## src/rtl/grf_wb_defs.sv

```systemverilog
// rtl/grf_wb_defs.sv - shared widths, entry record and constants for the GRF writeback queue
package grf_wb_defs;

  localparam int ADDR_W_DEF = 5;
  localparam int DATA_W_DEF = 32;
  localparam int ZERO_REG   = 0;

  // One pending writeback; fields are packed {pc, reg, data}, MSB first
  typedef struct packed {
    logic [DATA_W_DEF-1:0] pc;
    logic [ADDR_W_DEF-1:0] wreg;
    logic [DATA_W_DEF-1:0] data;
  } grf_wb_entry_t;

  localparam int ENTRY_W = $bits(grf_wb_entry_t);

  // Packed entry width for non-default parameterisations
  function automatic int entry_width(input int aw, input int dw);
    return 2 * dw + aw;
  endfunction

endpackage

```

## src/rtl/grf_wb_store.sv

```systemverilog
// rtl/grf_wb_store.sv - circular entry storage with head read-out and youngest-first register lookup
module grf_wb_store
  import grf_wb_defs::*;
#(
  parameter int DEPTH  = 4,
  parameter int ADDR_W = ADDR_W_DEF,
  parameter int DATA_W = DATA_W_DEF,
  parameter int PTR_W  = $clog2(DEPTH),
  parameter int CNT_W  = $clog2(DEPTH + 1)
) (
  input  logic              clk,
  input  logic              reset,
  input  logic              i_push,
  input  logic              i_pop,
  input  logic [CNT_W-1:0]  i_count,
  input  logic [DATA_W-1:0] i_pc,
  input  logic [ADDR_W-1:0] i_reg,
  input  logic [DATA_W-1:0] i_data,
  output logic [DATA_W-1:0] o_head_pc,
  output logic [ADDR_W-1:0] o_head_reg,
  output logic [DATA_W-1:0] o_head_data,
  input  logic [ADDR_W-1:0] i_lookup_reg,
  output logic              o_lookup_hit,
  output logic [DATA_W-1:0] o_lookup_data
);

  localparam int EW = entry_width(ADDR_W, DATA_W);

  logic [EW-1:0]    r_mem [DEPTH];
  logic [PTR_W-1:0] r_wr_ptr;
  logic [PTR_W-1:0] r_rd_ptr;
  logic [PTR_W-1:0] w_idx;

  // Pointer advance and entry capture; pointers wrap naturally at DEPTH
  always_ff @(posedge clk) begin
    if (!reset) begin
      r_wr_ptr <= '0;
      r_rd_ptr <= '0;
    end else begin
      if (i_push) begin
        r_mem[r_wr_ptr] <= {i_pc, i_reg, i_data};
        r_wr_ptr        <= r_wr_ptr + PTR_W'(1);
      end
      if (i_pop) begin
        r_rd_ptr <= r_rd_ptr + PTR_W'(1);
      end
    end
  end

  assign o_head_pc   = r_mem[r_rd_ptr][EW-1 -: DATA_W];
  assign o_head_reg  = r_mem[r_rd_ptr][DATA_W +: ADDR_W];
  assign o_head_data = r_mem[r_rd_ptr][DATA_W-1:0];

  // Walk occupied slots oldest to youngest so the last match (youngest) wins
  always_comb begin
    o_lookup_hit  = 1'b0;
    o_lookup_data = '0;
    w_idx         = '0;
    for (int k = 0; k < DEPTH; k++) begin
      w_idx = r_rd_ptr + PTR_W'(k);
      if ((CNT_W'(k) < i_count) &&
          (i_lookup_reg != ADDR_W'(ZERO_REG)) &&
          (r_mem[w_idx][DATA_W +: ADDR_W] == i_lookup_reg)) begin
        o_lookup_hit  = 1'b1;
        o_lookup_data = r_mem[w_idx][DATA_W-1:0];
      end
    end
  end

endmodule

```

## src/rtl/grf_wb_queue.sv

```systemverilog
// rtl/grf_wb_queue.sv - GRF write-port initiator: handshake, occupancy, output gating; trace under GRF_WB_TRACE_EN
module grf_wb_queue
  import grf_wb_defs::*;
#(
  parameter int DEPTH  = 4,
  parameter int ADDR_W = ADDR_W_DEF,
  parameter int DATA_W = DATA_W_DEF
) (
  input  logic                       clk,
  input  logic                       reset,
  input  logic                       inValid,
  output logic                       inReady,
  input  logic [DATA_W-1:0]          inPC,
  input  logic [ADDR_W-1:0]          inReg,
  input  logic [DATA_W-1:0]          inData,
  output logic                       writeEnable,
  output logic [DATA_W-1:0]          PCReg,
  output logic [ADDR_W-1:0]          writeReg,
  output logic [DATA_W-1:0]          writeData,
  input  logic [ADDR_W-1:0]          lookupReg,
  output logic                       lookupHit,
  output logic [DATA_W-1:0]          lookupData,
  output logic [$clog2(DEPTH+1)-1:0] pendingCount
);

  localparam int CNT_W = $clog2(DEPTH + 1);

  logic [CNT_W-1:0]  r_count;
  logic              w_full;
  logic              w_push;
  logic              w_pop;
  logic [DATA_W-1:0] w_head_pc;
  logic [ADDR_W-1:0] w_head_reg;
  logic [DATA_W-1:0] w_head_data;

  // Full is judged on registered occupancy, before this cycle's pop
  assign w_full  = (r_count == CNT_W'(DEPTH));
  assign inReady = !w_full;

  // Writes to $0 complete the handshake but never occupy a slot
  assign w_push = inValid && inReady && reset && (inReg != ADDR_W'(ZERO_REG));

  // Head retires on every edge it is presented; nothing retires during reset
  assign w_pop = (r_count != '0) && reset;

  // Occupancy tracking; push and pop together leave it unchanged
  always_ff @(posedge clk) begin
    if (!reset) begin
      r_count <= '0;
    end else begin
      r_count <= r_count + CNT_W'(w_push) - CNT_W'(w_pop);
    end
  end

  grf_wb_store #(
    .DEPTH  (DEPTH),
    .ADDR_W (ADDR_W),
    .DATA_W (DATA_W),
    .PTR_W  ($clog2(DEPTH)),
    .CNT_W  (CNT_W)
  ) u_store (
    .clk           (clk),
    .reset         (reset),
    .i_push        (w_push),
    .i_pop         (w_pop),
    .i_count       (r_count),
    .i_pc          (inPC),
    .i_reg         (inReg),
    .i_data        (inData),
    .o_head_pc     (w_head_pc),
    .o_head_reg    (w_head_reg),
    .o_head_data   (w_head_data),
    .i_lookup_reg  (lookupReg),
    .o_lookup_hit  (lookupHit),
    .o_lookup_data (lookupData)
  );

  assign writeEnable  = w_pop;
  assign PCReg        = w_pop ? w_head_pc   : '0;
  assign writeReg     = w_pop ? w_head_reg  : '0;
  assign writeData    = w_pop ? w_head_data : '0;
  assign pendingCount = r_count;

`ifdef GRF_WB_TRACE_EN
  // Simulation trace of every committed GRF write
  always @(posedge clk) begin
    if (writeEnable && reset) begin
      $display("@%h: $%d <= %h", PCReg, writeReg, writeData);
    end
  end
`else
`endif

endmodule
```

## config.mk

```make
export PLATFORM = sky130hd
export DESIGN_NAME = grf_wb_queue
export DESIGN_NICKNAME = d
export VERILOG_FILES = /design/src/rtl/grf_wb_defs.sv /design/src/rtl/grf_wb_store.sv /design/src/rtl/grf_wb_queue.sv
export SDC_FILE = /design/constraint.sdc
export NUM_CORES = 1
export LEC_CHECK = 0
export CAP_MARGIN = 20
export CORE_MARGIN = 2
export CORE_UTILIZATION = 65
export DETAILED_ROUTE_END_ITERATION = 8
export DONT_BUFFER_PORTS = 1
export GPL_ROUTABILITY_DRIVEN = 0
export GPL_TIMING_DRIVEN = 0
export HOLD_SLACK_MARGIN = 0.1
export MAX_ROUTING_LAYER = met4
export PLACE_DENSITY = 0.81
export SLEW_MARGIN = 20
export SYNTH_ARGS = -nofsm -noshare
export SYNTH_HDL_FRONTEND = slang
export SYNTH_SLANG_ARGS = --single-unit
```

## constraint.sdc

```tcl
create_clock -name clk -period 10.2 [get_ports clk]
set_input_delay 2.04 -clock clk [delete_from_list [all_inputs] [get_ports clk]]
set_output_delay 2.04 -clock clk [all_outputs]
set_load 0.01 [all_outputs]
```

==> results.toml, run 1 <==
[synthesis]
avgSynthCellArea_um2 = 17.61
syn_inst = 845
synth-adder-area-share_pct = 0.8074
synth_top_family_by_area = "multiplexers"
yosysTopAreaCellShare_pct = 55.71
synth_edf_count = 276
synth.area.top_cells = "edfxtp_1, mux4_2, and3_1, a221oi_1, o31ai_2"
yosysMostFrequentCell = "edfxtp_1"
synth_top_cell_by_area = "edfxtp_1"
synth-compound-area-share_pct = 4.458
synthArstFlopShare_pct = 0
synth-seq-area-share_pct = 56.92
ys_types = 39
synth_commonest_cells = "edfxtp_1, mux4_2, and3_1"
synthMuxAreaShare_pct = 27.51
netlist_area_um2 = 14880
syn_nets = 931
yosys_warnings = 0
synthXorXnorAreaFrac_pct = 1.354
yosys.area_share.simple_pct = 5.997
synth_ff_type = "edfxtp_1"
ys_seq_elements = 285

[sta]
fin_crit_sh_pct = 66.65
fin_ws_ps = 3402
drv_slew = 0
max_freq_mhz = 147.1
fin_crit_ps = 6798
rsz0062_at_grt = "no"
tns_ps = 0
hold_viol_final = 0
finalSetupViolCount = 0
worst_pin_slew_ps = 1051
maxSlewHeadroom_pct = 29.93
fin_worst_skew_ps = 12.46

[clock_tree]
cts_made_buffers = 29
htreeDepth = 1
ctsResizeCount = 0
clk_latency_ps = 540
cts_hold_buf = 0
clock-sinks = 285
root_buffer = "clkbuf_16"
cts_setup_buffers = 0
cts_buffer_depth = 3
cts_tree = "done"
clkTransAtPathRegs_ps = 60

[floorplan]
die_y_um = 155.3
fp.dieArea_um2 = 24110
rows = 55
io_pins = 184
core-area_um2 = 22570
die_w_um = 155.3
start_util_pct = 65.91

[layout]
drive_above_1_share_pct = 32.07
fill_cells = 1346
design_area_um2 = 16260
layout.nets = 966
final_util_pct = 72.04
syn_to_final_growth_pct = 9.302
antenna_cells = 0
register_area_um2 = 8468
multi_input_area_um2 = 5979

[global_route]
track_usage_pct = 32.06
grt_pass1_wl_um = 55640
grt_overflow = 0
antenna_found_initial = 0
grt_max_degree = 49
grt_pass1_vias = 9393

[power_and_ir_drop]
p_total_mw = 3.951
power.leakage_nw = 5.212
vdd_drop_max_uv = 151.4
power.density_nw_per_um2 = 243.0

[drt]
dr_total_vias = 9119
avgViaCountPerCell = 7.708
dr.pass1.iters = 5
drt_iter0_markers = 975
post_drt_wl_per_cell_um = 31.62
route.antenna.remaining_nets = 0
drc = 0
wl_um = 37410

[worst_hold_path]
hold_depth = 2
holdPathEnd = "u_store.r_wr_ptr[1]"
hp-class = "flop to flop"
min_from = "u_store.r_wr_ptr[1]"

[run]
max_cap_violations = 0

[placement]
portBuffers = 0
place_area_um2 = 15350
detailed_place_hpwl_um = 24370
dp_slack_ps = 3486

[status]
status = "completed"

[critical_path]
crit_fanout = 10
r2r_slack_ps = 7010
worstRegToRegCells = 10
cp.arrival_ps = 4760
regToRegEndpoint = "pendingCount[2]"
critPathLaunchType = "input pin"
endpoint_kind = "output port"
cp.required_ps = 8160
r2r_start = "pendingCount[0]"
path_class = "input pin to output port"
cp-startpoint = "lookupReg[3]"
## per-layer routing
metal  up-vias  track usage [%]  routed length [um]
met5         -                -                   0
met4         0            12.15                1381
met3       101            8.942                4705
met2       714            50.43               18460
li1       3628                -                   -
met1      4676            40.60               12860
## critical path: stages
cell	delay [ps]
clkbuf_1	260
or4_4	210
o21ai_2	70
nor4b_1	380
nand4_1	430
inv_1	310
buf_2	310
a221oi_1	90
o31ai_1	640
## power by group
part	internal, mW	switching [mW]	leakage [nW]
clock network	0.590	0.428	0.445
logic	0.710	0.840	2.19
registers	1.35	0.0349	2.58
total	2.65	1.30	5.21
## flip-flops by register name, indices dropped and copies added (netlist names), named ones only
| name | count |
|---|---|
| u_store.r_mem | 276 |
| pendingCount | 3 |
| u_store.r_rd_ptr | 2 |
| u_store.r_wr_ptr | 2 |
## kinds of logic (layout without fill, tap and decap cells)
kind of cell / count (synthesis) / count (layout)
multiplexers: 192 / 192
buffers and inverters: 93 / 146
AO/OA/AOI/OAI: 73 / 73
XOR/XNOR: 23 / 23
AND/OR/NAND/NOR: 170 / 170
flip-flops: 285 / 285
adder cells (fa/ha/maj): 9 / 9
## final cells by class
class	count	area share [%]
Sequential cell	285	52.08
Multi-Input combinational cell	467	36.77
Clock buffer	30	4.486
Buffer	81	2.432
Tap cell	285	2.193
Clock inverter	19	1.085
Timing Repair Buffer	4	0.6771
Inverter	12	0.2770
## worst max path at each step
stage,to,slack [ps]
CTS,lookupData[30],3460
floorplan,lookupData[11],3960
global route,lookupData[30],3210
global placement,lookupData[30],3510
detailed placement,lookupData[17],3490
finish,lookupData[30],3400
## stage by stage
| step | hold slack (ps) | cells |
|---|---|---|
| floorplan | 527.7 | 845 |
| global placement | 540.7 | 1130 |
| detailed placement | 592.2 | 1134 |
| CTS | 600.5 | 1183 |
| global route | 625.4 | 1183 |
| finish | 591.9 | 1183 |
## layout by cell type (no fill, tap or decap), drive strengths merged, types with 2 or more instances in the layout
cell type	n
nor2	40
bufinv	3
nor3	3
mux2	5
clkinvlp	2
inv	12
edfxtp	276
a21oi	2
nor4	2
a221oi	32
xor2	7
and3	68
mux4	173
mux2i	14
clkbuf	66
or3	3
clkinv	14
ha	8
and2	10
xnor2	16
dfxtp	9
nand2	37
o21ai	4
buf	49
o31ai	32
No activity file was read; power rests on OpenSTA's default activity.
==> inputs of run 2 (changes only) <==
- CORE_UTILIZATION: 65 -> 58
- PLACE_DENSITY: 0.81 -> 0.76
- clock period: 10.2 -> 6 ns (I/O delays scaled with it)
==> results.toml, run 2 (synthesis results as in run 1) <==
[sta]
fin_crit_sh_pct = 90.88
hold_viol_final = 0
tns_ps = 0
rsz0062_at_grt = "no"
fin_crit_ps = 5453
maxSlewHeadroom_pct = 35.91
fin_worst_skew_ps = 7.848
drv_slew = 0
finalSetupViolCount = 0
worst_pin_slew_ps = 961.3
max_freq_mhz = 183.4

[drt]
drc = 0
wl_um = 38150
drt_iter0_markers = 1017
avgViaCountPerCell = 7.348
dr.pass1.iters = 8
route.antenna.remaining_nets = 0
post_drt_wl_per_cell_um = 30.96
dr_total_vias = 9053

[layout]
top_register = "u_store.r_mem"
drive_above_1_share_pct = 31.93
final_common_cell = "edfxtp_1"
syn_to_final_growth_pct = 10.40
antenna_cells = 0
layout.nets = 968
finalNonFillerCells = 1232
largest_reg_flops = 276
final_cell_mix = "edfxtp_1, mux4_2, and3_1"

[critical_path]
critPathTopFamily = "buffers and inverters"
crit_chain = "clkbuf_1 > buf_2 > mux4_2 > xor2_1 > nor4b_1 > nand4_1 > inv_1 > buf_2 > a221oi_1 > o31ai_1"
cpMostUsedCell = "buf_2"
critPathLaunchType = "flop"
critical_path_buf_inv_count = 4
cpPeakStageDelay_ps = 660
cp.required_ps = 4800
path_class = "flop to output port"
cp.arrival_ps = 4250
crit_fanout = 10
slowest_stage = "o31ai_1"
endpoint_kind = "output port"

[clock_tree]
cts_hold_buf = 0
cts_tree = "done"
clkTransAtPathRegs_ps = 60
root_buffer = "clkbuf_16"
cts_setup_buffers = 0
cts_made_buffers = 29
cts_buffer_depth = 3
clk_latency_ps = 550
clock-sinks = 285
htreeDepth = 1
ctsResizeCount = 0

[floorplan]
rows = 58
core-area_um2 = 25180
die_w_um = 164.2
io_pins = 184
die_y_um = 164.2
fp.dieArea_um2 = 26950
start_util_pct = 59.08

[global_route]
antenna_found_initial = 0
grt_overflow = 0
grt_max_degree = 48
track_usage_pct = 29.30
grt_pass1_vias = 9326
grt_pass1_wl_um = 56440

[worst_hold_path]
hp-class = "flop to flop"

[status]
status = "completed"

[power_and_ir_drop]
power.density_nw_per_um2 = 421.8
vdd_drop_max_uv = 270.8
power.leakage_nw = 5.258

[placement]
portBuffers = 0
detailed_place_hpwl_um = 25180
dp.cells = 1179

[run]
max_cap_violations = 0
## run 2: power breakdown
part	internal (mW)	switching [mW]	leakage, nW
Combinational	1.22	1.43	2.19
Sequential	2.29	0.0605	2.58
Clock	1.18	0.746	0.489
## run 2: worst reg2reg max path, delay by kind of cell (launching register included)
family / cells / cell delay [ps]
AND/OR/NAND/NOR: 3 / 910
buffers and inverters: 3 / 900
adder cells (fa/ha/maj): 3 / 750
flip-flops: 1 / 530
XOR/XNOR: 1 / 130
## run 2: through the flow
step | utilization, % | hold slack (ps) | setup slack [ps] | instance area, um^2 | power, mW
CTS | 65.10 | 589.7 | 651.8 | 16390 | 6.916
global route | 65.22 | 637.3 | 485.0 | 16420 | 7.179
detailed placement | 61.11 | 579.5 | 955.7 | 15390 | 5.003
global placement | 60.72 | 538.8 | 850.7 | 15290 | 4.922
floorplan | - | 527.7 | 1439 | 14880 | 4.395
finish | 65.22 | 592.5 | 547.0 | 16420 | 6.928
## run 2: cell type report
| cell class | instances | area, um^2 |
|---|---|---|
| buffer | 81 | 394.1 |
| clock buffer | 32 | 737.0 |
| clock inverter | 19 | 269.0 |
| fill | 1642 | 8758 |
| inverter | 12 | 45.04 |
| multi-input combinational | 467 | 5979 |
| sequential | 285 | 8468 |
| tap | 330 | 412.9 |
| timing repair buffer | 6 | 117.6 |
## run 2: final timing paths
path | from | slack (ps) | cells past startpoint | to
setup / recovery | u_store.r_rd_ptr[1] | 550 | 10 | lookupData[30]
hold / removal | u_store.r_wr_ptr[1] | 590 | 2 | u_store.r_wr_ptr[1]
setup reg to reg | pendingCount[0] | 2680 | 10 | pendingCount[2]
hold reg to reg | u_store.r_wr_ptr[1] | 590 | 2 | u_store.r_wr_ptr[1]
## run 2: per-layer routing
layer | part of all wire (%) | vias up | GRT usage [%] | wire [um]
met1 | 34 | 4666 | 35.55 | 12900
li1 | - | 3637 | - | -
met3 | 11 | 121 | 7.727 | 4263
met2 | 50 | 629 | 46.77 | 19260
met4 | 4.5 | 0 | 12.96 | 1725
met5 | 0 | - | - | 0
==> inputs of run 3 (changes only) <==
- CELL_PAD_IN_SITES_DETAIL_PLACEMENT: unset -> 2
- CELL_PAD_IN_SITES_GLOBAL_PLACEMENT: unset -> 2
- CORE_UTILIZATION: 58 -> 43
- CTS_CLUSTER_DIAMETER: unset -> 150
- PLACE_DENSITY: 0.76 -> unset
- PLACE_DENSITY_LB_ADDON: unset -> 0.1
==> results.toml, run 3 (synthesis results as in run 1) <==
[status]
status = "completed"

[critical_path]
cpPeakStageDelay_ps = 600
critPathTopFamily = "buffers and inverters"
cpMostUsedCell = "buf_2"
cp.arrival_ps = 4400
worstRegToRegCells = 10
path_class = "flop to output port"
critical_path_buf_inv_count = 4
cp.required_ps = 4800
crit_chain = "clkbuf_1 > buf_2 > mux4_2 > xor2_1 > nor4b_1 > nand4_1 > inv_1 > buf_2 > a221oi_1 > o31ai_1"
critPathLaunchType = "flop"
crit_fanout = 10
endpoint_kind = "output port"
worst-path-stages = 10
slowest_stage = "o31ai_1"

[worst_hold_path]
hp-class = "flop to flop"
hold_depth = 2

[power_and_ir_drop]
pwr-share-seq_pct = 32.3
internal-power_mw = 4.851
power_frac_comb_pct = 37.6
p_total_mw = 7.299
clkPwrFrac_pct = 30.2
p_sw_mw = 2.448
vdd_drop_max_uv = 288.0
p_sw_share_pct = 33.53
power.leakage_nw = 5.342
power.density_nw_per_um2 = 435.7

[floorplan]
start_util_pct = 43.39
rows = 68
io_pins = 184
core-area_um2 = 34290
fp.dieArea_um2 = 36100
die_y_um = 190.0
die_w_um = 190.0

[sta]
finalSetupViolCount = 0
drv_slew = 0
fin_worst_skew_ps = 24.14
tns_ps = 0
hold_viol_final = 0
max_freq_mhz = 178.5
rsz0062_at_grt = "no"
maxSlewHeadroom_pct = 28.29
fin_crit_sh_pct = 93.35
fin_crit_ps = 5601
worst_pin_slew_ps = 1062

[global_route]
grt_overflow = 0
grt_pass1_vias = 9945
antenna_found_initial = 0
grt_max_degree = 43
track_usage_pct = 26.09
grt_pass1_wl_um = 66070

[drt]
drt_iter0_markers = 682
drc = 0
avgViaCountPerCell = 6.499
dr.pass1.iters = 5
post_drt_wl_per_cell_um = 33.21
dr_total_vias = 8871
wl_um = 45330
route.antenna.remaining_nets = 0

[layout]
largest_reg_flops = 276
final_cell_mix = "edfxtp_1, mux4_2, and3_1"
syn_to_final_growth_pct = 12.61
top_register = "u_store.r_mem"
drive_above_1_share_pct = 32.75
fill_cells = 3045
layout.nets = 971
antenna_cells = 0
final_util_pct = 48.86
final_common_cell = "edfxtp_1"

[clock_tree]
clock-sinks = 285
clkTransAtPathRegs_ps = 60
ctsResizeCount = 0
cts_setup_buffers = 0
clk_latency_ps = 540
root_buffer = "clkbuf_16"
cts_buffer_depth = 3
cts_made_buffers = 34
cts_hold_buf = 0
htreeDepth = 2
cts_tree = "done"

[placement]
portBuffers = 0
detailed_place_hpwl_um = 30130

[run]
max_cap_violations = 0
## run 3: cell count changes in the layout (fill, tap and decap cells not counted), moves of 2 or more
cell | previous run | this run
buf_1 | 9 | 7
clkbuf_16 | 29 | 35
buf_12 | 3 | 0
clkinvlp_4 | 1 | 3
clkbuf_2 | 0 | 3
buf_8 | 2 | 0
inv_6 | 0 | 2
buf_16 | 1 | 4
## run 3: area by class of cell
cell class,instances,area (um^2),area share (%)
inverter,12,45.04,0.2689
timing repair buffer,4,110.1,0.6573
clock buffer,41,908.4,5.422
clock inverter,20,274.0,1.636
buffer,81,397.9,2.375
tap,455,569.3,3.398
sequential,285,8468,50.55
multi-input combinational,467,5979,35.69
## run 3: worst reg2reg max path, delay by kind of cell, from the launching register on
family        cells  cell delay, ps
buf+inv           3             990
fa+ha+maj         3             770
xor+xnor          1             140
flops             1             510
simple gates      3             840
## run 3: final timing paths
| check | start | endpoint | slack, ps |
|---|---|---|---|
| worst max-delay path | u_store.r_rd_ptr[1] | lookupData[30] | 400 |
| worst min-delay path | u_store.r_wr_ptr[1] | u_store.r_wr_ptr[1] | 600 |
| worst max register to register | pendingCount[0] | pendingCount[2] | 2640 |
| worst min register to register | u_store.r_wr_ptr[1] | u_store.r_wr_ptr[1] | 600 |
## run 3: stage by stage
step | area [um^2] | std cells | setup WS (ps) | hold WS (ps)
3_3_place_gp | 15450 | 1300 | 537.6 | 541.6
2_1_floorplan | 14880 | 845 | 1439 | 527.7
3_5_place_dp | 15570 | 1304 | 737.8 | 614.0
6_report | 16750 | 1365 | 398.9 | 604.4
4_1_cts | 16750 | 1365 | 371.5 | 621.4
5_1_grt | 16750 | 1365 | 133.7 | 623.8
## run 3: metal layers
layer | global-route usage (%) | vias up | share of wire [%]
li1 | - | 3653 | -
met5 | - | - | 0
met1 | 30.68 | 4767 | 38
met2 | 43.75 | 349 | 51
met3 | 6.253 | 102 | 7.1
met4 | 9.779 | 0 | 3.6
## run 3: power groups by stage
stage	registers (mW)	clock network [mW]	logic (mW)
2_1_floorplan	2.37	0	2.02
3_3_place_gp	2.39	0	2.67
3_5_place_dp	2.39	0	2.76
4_1_cts	2.35	2.25	2.78
5_1_grt	2.36	2.30	2.93
6_report	2.35	2.20	2.74
==> variant 1 (config.mk and constraints of run 3) <==
`ZERO_REG`: 0 -> 1.
--- a/src/rtl/grf_wb_defs.sv
+++ b/src/rtl/grf_wb_defs.sv
@@ -4,5 +4,5 @@
   localparam int ADDR_W_DEF = 5;
   localparam int DATA_W_DEF = 32;
-  localparam int ZERO_REG   = 0;
+  localparam int ZERO_REG   = 1;
 
   // One pending writeback; fields are packed {pc, reg, data}, MSB first
Behaviour: not the same (a bounded check fails within 4 cycles, from zero or initial values and one cycle with reset low).
==> variant 1 against run 3 <==
  * Critical path depth did not move
  * Synthesized area down 0.40%
  * Setup slack gained 440 ps
  * Final area shrank 1.3%
  * Maximum frequency is 8.5% higher
  * Sequential cell count unchanged
  * Largest power group unchanged
  * Critical endpoint is now lookupData[1]
  * Critical path type unchanged
  * Wire length is 2.0% higher
  * Global-route usage increased by 0.66 points
  * Total power fell by 0.75%
==> variant 1: results (changes against run 3) <==
Outcome
  • Outcome: complete, no violations (unchanged)

Finish
  • Share of cells above drive strength 1: 0.250 (was 0.327)
  • Finished Layout Cells: 1476 (was 1365)

Yosys
  • Count of cell types in the netlist: 42 (was 39)
  • Most common library cells after synthesis: sky130_fd_sc_hd__edfxtp_1, sky130_fd_sc_hd__mux4_2, sky130_fd_sc_hd__and3_1, sky130_fd_sc_hd__nand2_1, sky130_fd_sc_hd__clkbuf_1 (was sky130_fd_sc_hd__edfxtp_1, sky130_fd_sc_hd__mux4_2, sky130_fd_sc_hd__and3_1, sky130_fd_sc_hd__nor2_1, sky130_fd_sc_hd__nand2_1)
  • Number of nets produced by synthesis: 1055 (was 931)

Pwr
  • NetSw: 2610 uW (was 2450 uW)
  • Sw Ratio: 0.361 (was 0.335)
  • Power share of the sequential group: 0.327 (was 0.323)
  • Leakage Power: 0.00519 uW (was 0.00534 uW)

Placement
  • Placed cells: 1421 (was 1304)
  • Worst slack at placement: 1100 ps (was 738 ps)
  • Detailed-placement wirelength estimate: 31.1 mm (was 30.1 mm)
  • Cell Area, Placed: 15500 um2 (was 15600 um2)

Clock network
  • Clock latency reported for the late side of the worst-skew pair: 560 ps (was 540 ps)
  • # H-tree levels: 1 (was 2)
  • Number of buffers inserted during clock tree synthesis: 30 (was 34)

Worst setup path
  • CP max-delay cell: sky130_fd_sc_hd__clkbuf_1 (was sky130_fd_sc_hd__o31ai_1)
  • Worst Path Arrival: 3960 ps (was 4400 ps)
  • Delay of the slowest critical-path stage: 550 ps (was 600 ps)

GRT
  • Vias in the first global route: 10700 (was 9945)
  • All-layer global routing usage: 0.268 (was 0.261)
  • Largest net degree at the start of global routing: 41 (was 43)

Drt
  • Vias per std cell: 6.38 (was 6.50)
  • DRT iter0 DRCs: 633 (was 682)
[variant 1: cell types whose count changed after synthesis, sizes merged, moves of 28 or more]
cell | run 3 | this run
nor3 | 3 | 34
a31oi | 0 | 31
o211ai | 0 | 38
a21oi | 2 | 34
mux2 | 5 | 33
mux4 | 173 | 115
o31ai | 32 | 0
a221oi | 32 | 0
[variant 1: cell type report]
type	count	area (um2)	share of cell area
plain buffers	95	427	0.0258
clock buffers	38	802	0.0485
clock inverters	17	238	0.0144
inverters	10	37.5	0.00227
multi-input cells	579	5900	0.357
flip-flops and latches	285	8470	0.512
well taps	448	561	0.0339
repair buffers	4	103	0.00621
[variant 1: worst max path at each step]
| stage | end | slack, ps | cells past startpoint | from |
|---|---|---|---|---|
| final | lookupData[1] | 840 | 10 | u_store.r_rd_ptr[0] |
| after global routing | lookupData[26] | 650 | 10 | u_store.r_rd_ptr[0] |
| after CTS | lookupData[14] | 770 | 9 | u_store.r_rd_ptr[0] |
| after detailed placement | lookupData[1] | 1100 | 8 | lookupReg[2] |
| after global placement | u_store.r_mem[0][11] | 360 | 3 | inReg[0] |
| after floorplan | lookupData[0] | 1700 | 10 | lookupReg[0] |
[variant 1: per-layer routing]
layer / vias to the layer above / track usage / part of all wire
li1: 4016 / - / -
met1: 5010 / 0.322 / 0.39
met4: 0 / 0.0680 / 0.024
met3: 72 / 0.0581 / 0.068
met2: 315 / 0.460 / 0.51
met5: - / - / 0
[variant 1: logic make-up (layout without fill, tap and decap cells)]
logic type,Yosys count,after routing,synth area share
buf+inv,105,164,0.0311
compound gates,136,136,0.0732
mux,183,183,0.224
fa+ha+maj,9,9,0.00811
xor+xnor,22,22,0.0130
simple gates,229,229,0.0795
flops,285,285,0.572
==> variant 2 (config.mk and constraints of run 3) <==
Without the edit above. Put one more register stage on the output `pendingCount`, cleared by the reset. The value now appears one clock later. The other outputs are not delayed to match.
--- a/src/rtl/grf_wb_queue.sv
+++ b/src/rtl/grf_wb_queue.sv
@@ -80,5 +80,11 @@
   assign writeReg     = w_pop ? w_head_reg  : '0;
   assign writeData    = w_pop ? w_head_data : '0;
-  assign pendingCount = r_count;
+  always_ff @(posedge clk) begin
+    if (!reset) begin
+      pendingCount <= '0;
+    end else begin
+      pendingCount <= r_count;
+    end
+  end
 
 `ifdef GRF_WB_TRACE_EN
Check against the original RTL: not equivalent (Yosys sat finds a counterexample within 4 cycles, from zero or initial values and one cycle with reset low).
==> variant 2 against run 3 <==
  * Global-route usage rose by 0.96 points
  * Register-to-register slack got worse by 190 ps
  * Largest cell class unchanged
  * Non-clock buffer count rose by 7
  * Critical path depth rose by 1
  * Wire length rose by 3.8%
  * Synthesized area rose by 0.64%
  * Final area rose by 0.68%
  * Setup slack improved by 570 ps
  * Sequential cell count rose by 3
  * Count of clock-buffer cells in the layout rose by 2
  * Via count rose by 5.3%
  * Cell count rose by 5.3%
  * Total power fell by 7.9%
  * First-iteration DRC count fell by 5.3%
==> variant 2: results (changes against run 3) <==
GRT
  • Vias in the first global route: 10500 (was 9945)
  • Met1 routing resource usage after global routing: 0.321 (was 0.307)
  • Antenna violations before repair: 1 (was 0)
  • Met3 track utilization from global routing: 0.0697 (was 0.0625)
  • Met2 demand-to-capacity share in global routing: 0.451 (was 0.438)
  • Largest net degree at the start of global routing: 45 (was 43)

STA
  • Worst-case hold slack: 563 ps (was 604 ps)
  • Max Clock Skew: 11.6 ps (was 24.1 ps)

Yosys
  • Post-synthesis mux area share: 0.247 (was 0.275)
  • Post-Synth XOR/XNOR Area: 0.0129 (was 0.0135)
  • Count of cell types in the netlist: 40 (was 39)
  • Synthesized-area fraction occupied by ao, oa, aoi and oai cells: 0.0460 (was 0.0446)
  • Area share of fa/ha/maj cells after synthesis: 0.00802 (was 0.00807)

Drt
  • Total via count in the routed design: 9340 (was 8871)
  • Met1 WL: 17.9 mm (was 17.1 mm)
  • Detailed route wirelength on metal2: 23.7 mm (was 23.3 mm)

Finish
  • # fillers: 3113 (was 3045)
  • Count of nets after finishing: 1043 (was 971)

Pwr
  • NetSw: 2180 uW (was 2450 uW)
  • Power of the clock network: 2160 uW (was 2200 uW)
  • Power share of the sequential group: 0.353 (was 0.323)
  • Leakage Power: 0.00509 uW (was 0.00534 uW)

Worst setup path
  • Slack of the worst reg-to-reg path: 2450 ps (was 2640 ps)
  • Worst Path Arrival: 3830 ps (was 4400 ps)

Placement
  • Detailed-placement wirelength estimate: 31.9 mm (was 30.1 mm)
  • Cell Area, Placed: 15700 um2 (was 15600 um2)
  • Worst slack at placement: 1060 ps (was 738 ps)

Clock network
  • Number of buffers inserted during clock tree synthesis: 35 (was 34)

Outcome
  • Outcome: complete, no violations (unchanged)
[variant 2: changes by cell type in the layout (fill, tap and decap cells not counted), moves of 21 or more]
cell | run 3 | this run
sky130_fd_sc_hd__o211ai_1 | 0 | 32
sky130_fd_sc_hd__and2_1 | 6 | 76
sky130_fd_sc_hd__a221oi_1 | 32 | 0
sky130_fd_sc_hd__a31oi_1 | 0 | 32
sky130_fd_sc_hd__nor2_1 | 40 | 19
sky130_fd_sc_hd__mux4_2 | 173 | 147
sky130_fd_sc_hd__and3_1 | 68 | 0
[variant 2: layout make-up]
type	instances	area share
multi-input cells	531	0.355
plain buffers	86	0.0254
repair buffers	6	0.00801
clock buffers	43	0.0568
inverters	9	0.00200
well taps	455	0.0338
clock inverters	20	0.0131
flip-flops and latches	288	0.506
[variant 2: worst max-delay path, cell delays in order (launching register included)]
cell and delay (ps):
sky130_fd_sc_hd__dfxtp_1 300, sky130_fd_sc_hd__buf_2 270, sky130_fd_sc_hd__buf_6 220, sky130_fd_sc_hd__mux4_2 560, sky130_fd_sc_hd__xnor2_1 170, sky130_fd_sc_hd__nand4_1 120, sky130_fd_sc_hd__nor2_1 270, sky130_fd_sc_hd__buf_4 260
sky130_fd_sc_hd__buf_4 210, sky130_fd_sc_hd__clkbuf_1 520, sky130_fd_sc_hd__nand2_1 130, sky130_fd_sc_hd__o211ai_1 280
[variant 2: path summary, 6_finish.rpt]
kind                       startpoint               to  depth (start not counted)
hold / removal             r_count[2]  pendingCount[2]                          1
hold reg to reg            r_count[2]  pendingCount[2]                          1
setup / recovery  u_store.r_rd_ptr[1]   lookupData[11]                         11
setup reg to reg           r_count[1]       r_count[2]                         11
